--- src/rtl/stream_demux.sv ---
// -----------------------------------------------------------------------------
// stream_demux
//
// Registered 1-to-N_OUT valid/ready stream demultiplexer. A packet's first
// beat selects its destination through in_sel. That destination is then held
// until the packet's last beat. Each output channel has a one-entry register,
// so an accepted beat appears on its channel on the following clock, and a
// channel can take a new beat every clock as long as its sink keeps up.
//
// Packets whose first-beat in_sel is not a valid channel code (>= N_OUT) are
// accepted and discarded beat by beat. Each discarded packet increments a
// saturating drop counter once.
//
// Parameters
//   N_OUT   number of output channels (2..16)
//   DATA_W  payload width
//   SEL_W   width of in_sel (>= clog2(N_OUT)); codes >= N_OUT are invalid
//   CNT_W   width of drop_count
//
// Ports
//   clk         rising-edge clock
//   rst_n       synchronous active-low reset
//   in_data     input payload
//   in_valid    input beat present
//   in_last     input beat is the final beat of its packet
//   in_sel      destination channel, sampled on a packet's first beat only
//   in_ready    input beat accepted when in_valid & in_ready (combinational)
//   out_data    channel k payload at [k*DATA_W +: DATA_W]
//   out_valid   channel k beat present
//   out_last    channel k final-beat flag
//   out_ready   channel k sink accepts beat
//   drop_count  packets discarded for an invalid in_sel, saturating
// -----------------------------------------------------------------------------
module stream_demux #(
    parameter int N_OUT  = 4,
    parameter int DATA_W = 8,
    parameter int SEL_W  = 2,
    parameter int CNT_W  = 8
) (
    input  logic                    clk,
    input  logic                    rst_n,
    input  logic [DATA_W-1:0]       in_data,
    input  logic                    in_valid,
    input  logic                    in_last,
    input  logic [SEL_W-1:0]        in_sel,
    output logic                    in_ready,
    output logic [N_OUT*DATA_W-1:0] out_data,
    output logic [N_OUT-1:0]        out_valid,
    output logic [N_OUT-1:0]        out_last,
    input  logic [N_OUT-1:0]        out_ready,
    output logic [CNT_W-1:0]        drop_count
);

    typedef enum logic [1:0] {
        IDLE  = 2'd0,
        ROUTE = 2'd1,
        DROP  = 2'd2
    } state_t;

    // Saturating increment used by the drop counter.
    function automatic logic [CNT_W-1:0] sat_inc(input logic [CNT_W-1:0] v);
        return (&v) ? v : v + CNT_W'(1);
    endfunction

    state_t                  state;
    logic [SEL_W-1:0]        dest;       // locked destination while in ROUTE/DROP
    logic [CNT_W-1:0]        drops;

    logic [SEL_W-1:0]        cur_sel;    // destination that applies to the current beat
    logic [N_OUT-1:0]        hit;        // one-hot decode of cur_sel, all zero if invalid
    logic                    sel_ok;
    logic                    chan_free;  // targeted channel can take a beat this cycle
    logic                    accept;
    logic                    to_chan;    // accepted beat is routed rather than dropped
    logic [N_OUT-1:0]        load;
    logic [N_OUT-1:0]        drain;

    logic [N_OUT*DATA_W-1:0] data_p1;
    logic [N_OUT-1:0]        last_p1;
    logic [N_OUT-1:0]        vld_p1;

    // Input decode and handshake. in_sel only matters between packets. Once
    // a packet is in progress, the registered destination drives all
    // routing and ready decisions.
    always_comb begin
        cur_sel = (state == IDLE) ? in_sel : dest;

        hit = '0;
        for (int k = 0; k < N_OUT; k++) begin
            hit[k] = (cur_sel == SEL_W'(k));
        end
        sel_ok = |hit;

        // A channel register can accept when it is empty, or when its current
        // beat leaves in this same cycle.
        chan_free = |(hit & (~vld_p1 | out_ready));

        case (state)
            IDLE:    in_ready = sel_ok ? chan_free : 1'b1;
            ROUTE:   in_ready = chan_free;
            default: in_ready = 1'b1;
        endcase

        accept  = in_valid & in_ready;
        to_chan = accept & ((state == ROUTE) | ((state == IDLE) & sel_ok));
        load    = hit & {N_OUT{to_chan}};
        // A load in the same cycle wins over a drain. The new beat replaces
        // the old one, and valid stays high.
        drain   = vld_p1 & out_ready & ~load;
    end

    // Packet framing FSM and drop counter.
    always_ff @(posedge clk) begin
        if (!rst_n) begin
            state <= IDLE;
            dest  <= '0;
            drops <= '0;
        end else if (accept) begin
            case (state)
                IDLE: begin
                    dest <= in_sel;
                    if (sel_ok) begin
                        state <= in_last ? IDLE : ROUTE;
                    end else begin
                        state <= in_last ? IDLE : DROP;
                        drops <= sat_inc(drops);
                    end
                end
                ROUTE, DROP: begin
                    if (in_last) begin
                        state <= IDLE;
                    end
                end
                default: state <= IDLE;
            endcase
        end
    end

    // ---- stage p1: per-channel output registers ----
    always_ff @(posedge clk) begin
        if (!rst_n) begin
            vld_p1  <= '0;
            last_p1 <= '0;
            data_p1 <= '0;
        end else begin
            for (int k = 0; k < N_OUT; k++) begin
                if (load[k]) begin
                    vld_p1[k]                   <= 1'b1;
                    last_p1[k]                  <= in_last;
                    data_p1[k*DATA_W +: DATA_W] <= in_data;
                end else if (drain[k]) begin
                    // Payload is left in place after a drain; only valid drops.
                    vld_p1[k] <= 1'b0;
                end
            end
        end
    end

    assign out_data   = data_p1;
    assign out_last   = last_p1;
    assign out_valid  = vld_p1;
    assign drop_count = drops;

endmodule
--- config.mk ---
export PLATFORM = sky130hd
export DESIGN_NAME = stream_demux
export DESIGN_NICKNAME = d
export VERILOG_FILES = /design/src/rtl/stream_demux.sv
export SDC_FILE = /design/constraint.sdc
export NUM_CORES = 1
export LEC_CHECK = 0
export CAP_MARGIN = 5
export CORE_UTILIZATION = 35
export CTS_CLUSTER_DIAMETER = 50
export DETAILED_ROUTE_END_ITERATION = 6
export REMOVE_ABC_BUFFERS = 1
export SETUP_SLACK_MARGIN = 0.15
export SYNTH_ARGS = -nofsm -noshare
export SYNTH_HDL_FRONTEND = slang
export SYNTH_SLANG_ARGS = --single-unit
--- constraint.sdc ---
create_clock -name clk -period 3.15 [get_ports clk]
set_input_delay 0.315 -clock clk [delete_from_list [all_inputs] [get_ports clk]]
set_output_delay 0.315 -clock clk [all_outputs]
set_load 0.01 [all_outputs]
Word-level counts from Yosys, hierarchy flattened
Index checks and enable logic that the tools add are counted.
W data, S select, Z words.
{ "totals": {"ff_bits": 52, "wordCells": 63} }
{ "classes": {"add_sub_neg": 1, "eq_ne": 6, "mux": 16, "bitwise_logic": 13, "reduce_logical": 12} }
{ "op_table": {"columns": ["operator", "n"], "rows": [
  ["$and A4 B4 Y4", 4],
  ["$mux W1", 10],
  ["$add A8 B1 Y8 const B", 1],
  ["$mux W2", 4],
  ["$not A4 Y4", 2],
  ["$reduce_and A8 Y1", 1],
  ["$reduce_bool A2 Y1", 4],
  ["$reduce_or A4 Y1", 2],
  ["$eq A2 B2 Y1 const B", 3],
  ["$eq A2 B1 Y1 const B", 2],
  ["$logic_not A2 Y1", 2],
  ["$or A4 B4 Y4", 1],
  ["$pmux W2 S2", 1],
  ["$reduce_and A4 Y1", 1],
  ["$and A1 B1 Y1", 3],
  ["$ne A2 B2 Y1 const B", 1],
  ["$not A1 Y1", 2],
  ["$pmux W1 S2", 1],
  ["$reduce_and A2 Y1", 1],
  ["$reduce_or A2 Y1", 1],
  ["$or A1 B1 Y1", 1]
]} }

Logic depth before layout (Yosys ltp)
{ "depth": {"ltp_word": 14, "mapped_depth": 9, "depth_no_buf": 7} }

Worst setup path before layout
OpenSTA, ideal clock, no wires.
{ "synth_path": {"kind": "flip-flop to flip-flop", "start": "reg state[0]", "end": "reg state[0]", "arrival_ps": 2038, "t_required_ps": 3030, "setup_slack_ps": 992, "path_stages_with_launch": 10, "path_buffers": 2, "cell_sequence": "dfxtp_1 inv_1 ha_1 buf_6 mux2_4 mux2_4 o22a_1 buf_6 and3_1 o31a_1"} }
{ "synth_via": {"elab_chain_len": 9, "word_cells_on_any_way": 19, "classes_between": "6 x eq/ne; 5 x mux; 2 x bitwise; 6 x reduce/logical"} }
{ "synth_rtl": {"columns": ["element", "line_no", "text"], "rows": [
  ["from (decl)", "65", "state_t state;"],
  ["from (signal assigned)", "123", "state <= in_last ? IDLE : ROUTE;"],
  ["from (signal assigned)", "125", "state <= in_last ? IDLE : DROP;"],
  ["$logic_not A2 Y1", "86, 98", null],
  ["$mux W2", null, null],
  ["$eq A2 B1 Y1 (tied with other cells)", "90", "hit[k] = (cur_sel == SEL_W'(k));"],
  ["$and A4 B4 Y4", "96", "chan_free = |(hit & (~vld_p1 | out_ready));"],
  ["$reduce_or A4 Y1", "96", null],
  ["$mux W1", "99", "IDLE: in_ready = sel_ok ? chan_free : 1'b1;"],
  ["$pmux W1 S2 *", "98", "case (state)"],
  ["net in_ready", "46", "output logic in_ready,"],
  ["$and A1 B1 Y1 *", "104", "accept = in_valid & in_ready;"],
  ["$reduce_and A2 Y1 (no line) *", null, null]
]} }
The timed path passes the listed nets; every way through them passes the cells marked *.
A chain may end at the register's enable or synchronous reset.

Worst setup path after layout
{ "layout_path": {"start": "reg state[0]", "end": "out in_ready"} }
{ "layout_via": {"elab_chain_len": 7, "word_cells_on_any_way": 12, "classes_between": "4 x eq/ne; 3 x mux; 1 x bitwise; 4 x reduce/logical"} }
{ "layout_rtl": {"columns": ["element", "line_no"], "rows": [
  ["$logic_not A2 Y1", "86, 98"],
  ["$mux W2", null],
  ["$eq A2 B1 Y1 (tied with other cells)", "90"],
  ["$and A4 B4 Y4", "96"],
  ["$reduce_or A4 Y1", "96"],
  ["$mux W1", "99"],
  ["$pmux W1 S2 *", "98"],
  ["to (decl)", "46"]
]} }
Mark *: on every way between the ends. The rest lies on a longest branch, timed or not.

==> metrics.txt <==
Synth area leader dfxtp_1; top-area cell type share of the netlist area 0.464; synth top area cells dfxtp_1, o31ai_1, nand4_1; Core Area 0.00606 mm2; CTS Sinks 52; pwr dens 453 mW/mm2; Post-CTS Setup Repair Bufs 0; RSZ-0062 raised after global routing false; Synth Flop Type dfxtp_1; crit path kind reg -> out; Slew Limit Headroom 0.466; Synth Cell Area 0.00224 mm2; most common cell in the netlist dfxtp_1; Synth top cells by count dfxtp_1, a21oi_1, nand4_1, o31ai_1, clkbuf_1; CTS tree yes; final hold slack 0.468 ns; vias in the first global route 1839; Final Hold Vio Count 0; final setup vio count 0; clock latency on the worst-skew pair 0.31 ns; average cell area after synthesis 9.31 um2; P_sw 405 uW; Worst Skew 0.00660 ns; routed via count 2102; Final ANT Viol Nets 0; Yosys reg bits 52; Pint 972 uW; ratio of cells with drive above 1 in the final layout 0.0788; Die Area 0.00673 mm2; number of vias per cell 5.73; outcome finished clean; antenna violations before repair 0; post-synthesis cell count 241; FILL cells 593; worst-case clock buffer depth 2; diodes inserted 0; # DRC 0; number of enable flip-flop cells after synthesis 0; Startpoint Class flop; area grow syn2layout 35.3%; routed wire length 6000 um; row count 28; Ys Warns 0; Period minus WS final 2.87 ns; drt pass-1 iters 4; initial cell density of the core 0.370; Root Buffer clkbuf_8; Finished Layout Cells 367; Post-CTS Hold Buffers 0; # nets final 311; RD Place Congestion 0.741; Combinational Power Share 0.196; total CTS buffers 5; Setup TNS Final 0 ns; CTS H-tree lvls 2; initial drt markers 168; Clk pin slew, worst setup/hold paths 0.10 ns; post-synthesis sequential area ratio 0.464; # placed instances 358; Critical Path RT 2.83 ns; port bufs 66; Reg power frac 0.507; peak supply drop 0.191 mV; GR Util All Layers 0.176; Final Max Slew Viols 0; synth unique cells 30; global-route wire length before repair 9160 um; Clock power frac 0.297; Worst Tran Pin Value 0.802 ns; Max Freq 0.348 GHz; Die Y 82.1 um; final global-route overflow total 0; final worst path period share 0.912; # Max-Cap Violations 0; Arrival @ worst endpoint 2.56 ns; DPL Wire Length 3440 um; Wirelength per Cell 16.4 um; Die Width 82.1 um; Tightest Hold Check Type reg -> reg; I/O Pins 67; CP max FO 11; Switching Fraction 0.294; static leakage 0.000992 uW; largest net degree at the start of global routing 41; Critical Path End Type output port; ys async rst share 0
metal layers:
metal  track usage  wire length, um
met1         0.235             2730
met2         0.280             2880
met3        0.0400              340
met4        0.0544               54
met5             0                0
flip-flops by register name, summed over array words and instances (netlist names):
signal and flops:
dest 2, out_last 4, state 2, out_data 32, drop_count 8, out_valid 4
worst max-delay path, stage by stage, from the launching register on:
cell             delay [ns]
dfxtp_1                0.32
inv_1                  0.12
ha_4                   0.25
mux2_4                 0.40
mux2_4                 0.35
o22a_1                 0.30
clkdlybuf4s50_1        0.51
power groups by stage:
stage / combinational (uW) / clock, uW / sequential, uW
after global routing: 292 / 443 / 701
after CTS: 264 / 423 / 698
after floorplan: 122 / 0 / 721
final: 270 / 408 / 698
after global placement: 262 / 0 / 713
after detailed placement: 262 / 0 / 713
kinds of logic (layout without fill, tap and decap cells):
kind of cell / after synthesis / after routing / share of synthesized area
compound gates: 91 / 91 / 0.267
simple gates: 59 / 59 / 0.161
flops: 52 / 52 / 0.464
buf+inv: 33 / 83 / 0.0725
mux: 4 / 5 / 0.0245
fa+ha+maj: 2 / 2 / 0.0112
area by class of cell:
| class | count | area [um2] | area share |
|---|---|---|---|
| inverter | 3 | 11.3 | 0.00371 |
| sequential | 52 | 1040 | 0.343 |
| tap | 75 | 93.8 | 0.0309 |
| timing repair buffer | 72 | 706 | 0.232 |
| clock buffer | 6 | 82.6 | 0.0272 |
| multi-input combinational | 157 | 1090 | 0.358 |
| clock inverter | 2 | 13.8 | 0.00453 |
placed cells by master, fill, tap and decap left out, types with 2 or more instances in the layout:
cell type	count
inv_1	2
nand2b_1	5
nor2b_1	2
nand4_1	36
dfxtp_1	52
nand3_1	4
a311oi_1	3
o31ai_1	36
buf_4	6
clkbuf_8	6
and2_1	8
a21oi_1	43
clkdlybuf4s50_1	66
mux2_4	3
path summary, 6_finish.rpt:
kind                      start       endpoint  slack [ns]  cells after the start
hold / removal    drop_count[6]  drop_count[6]        0.47                      1
setup reg to reg       state[0]    out_data[3]        0.64                      7
hold reg to reg   drop_count[6]  drop_count[6]        0.47                      1
setup / recovery       state[0]       in_ready        0.28                      6
timing repair:
action,in CTS,in global routing
gates cloned,0,1
setup endpoints to repair,1,1
gates resized for setup,1,1
stage by stage:
stage | util | area [um2] | power [uW] | worst slack [ns]
2_1_floorplan | - | 2090 | 843 | 0.435
3_3_place_gp | 0.481 | 2920 | 975 | 0.416
3_5_place_dp | 0.481 | 2920 | 975 | 0.391
4_1_cts | 0.497 | 3010 | 1380 | 0.160
5_1_grt | 0.501 | 3040 | 1440 | 0.174
6_report | 0.501 | 3040 | 1380 | 0.277
Note: power is estimated with default switching activity, not from simulation.
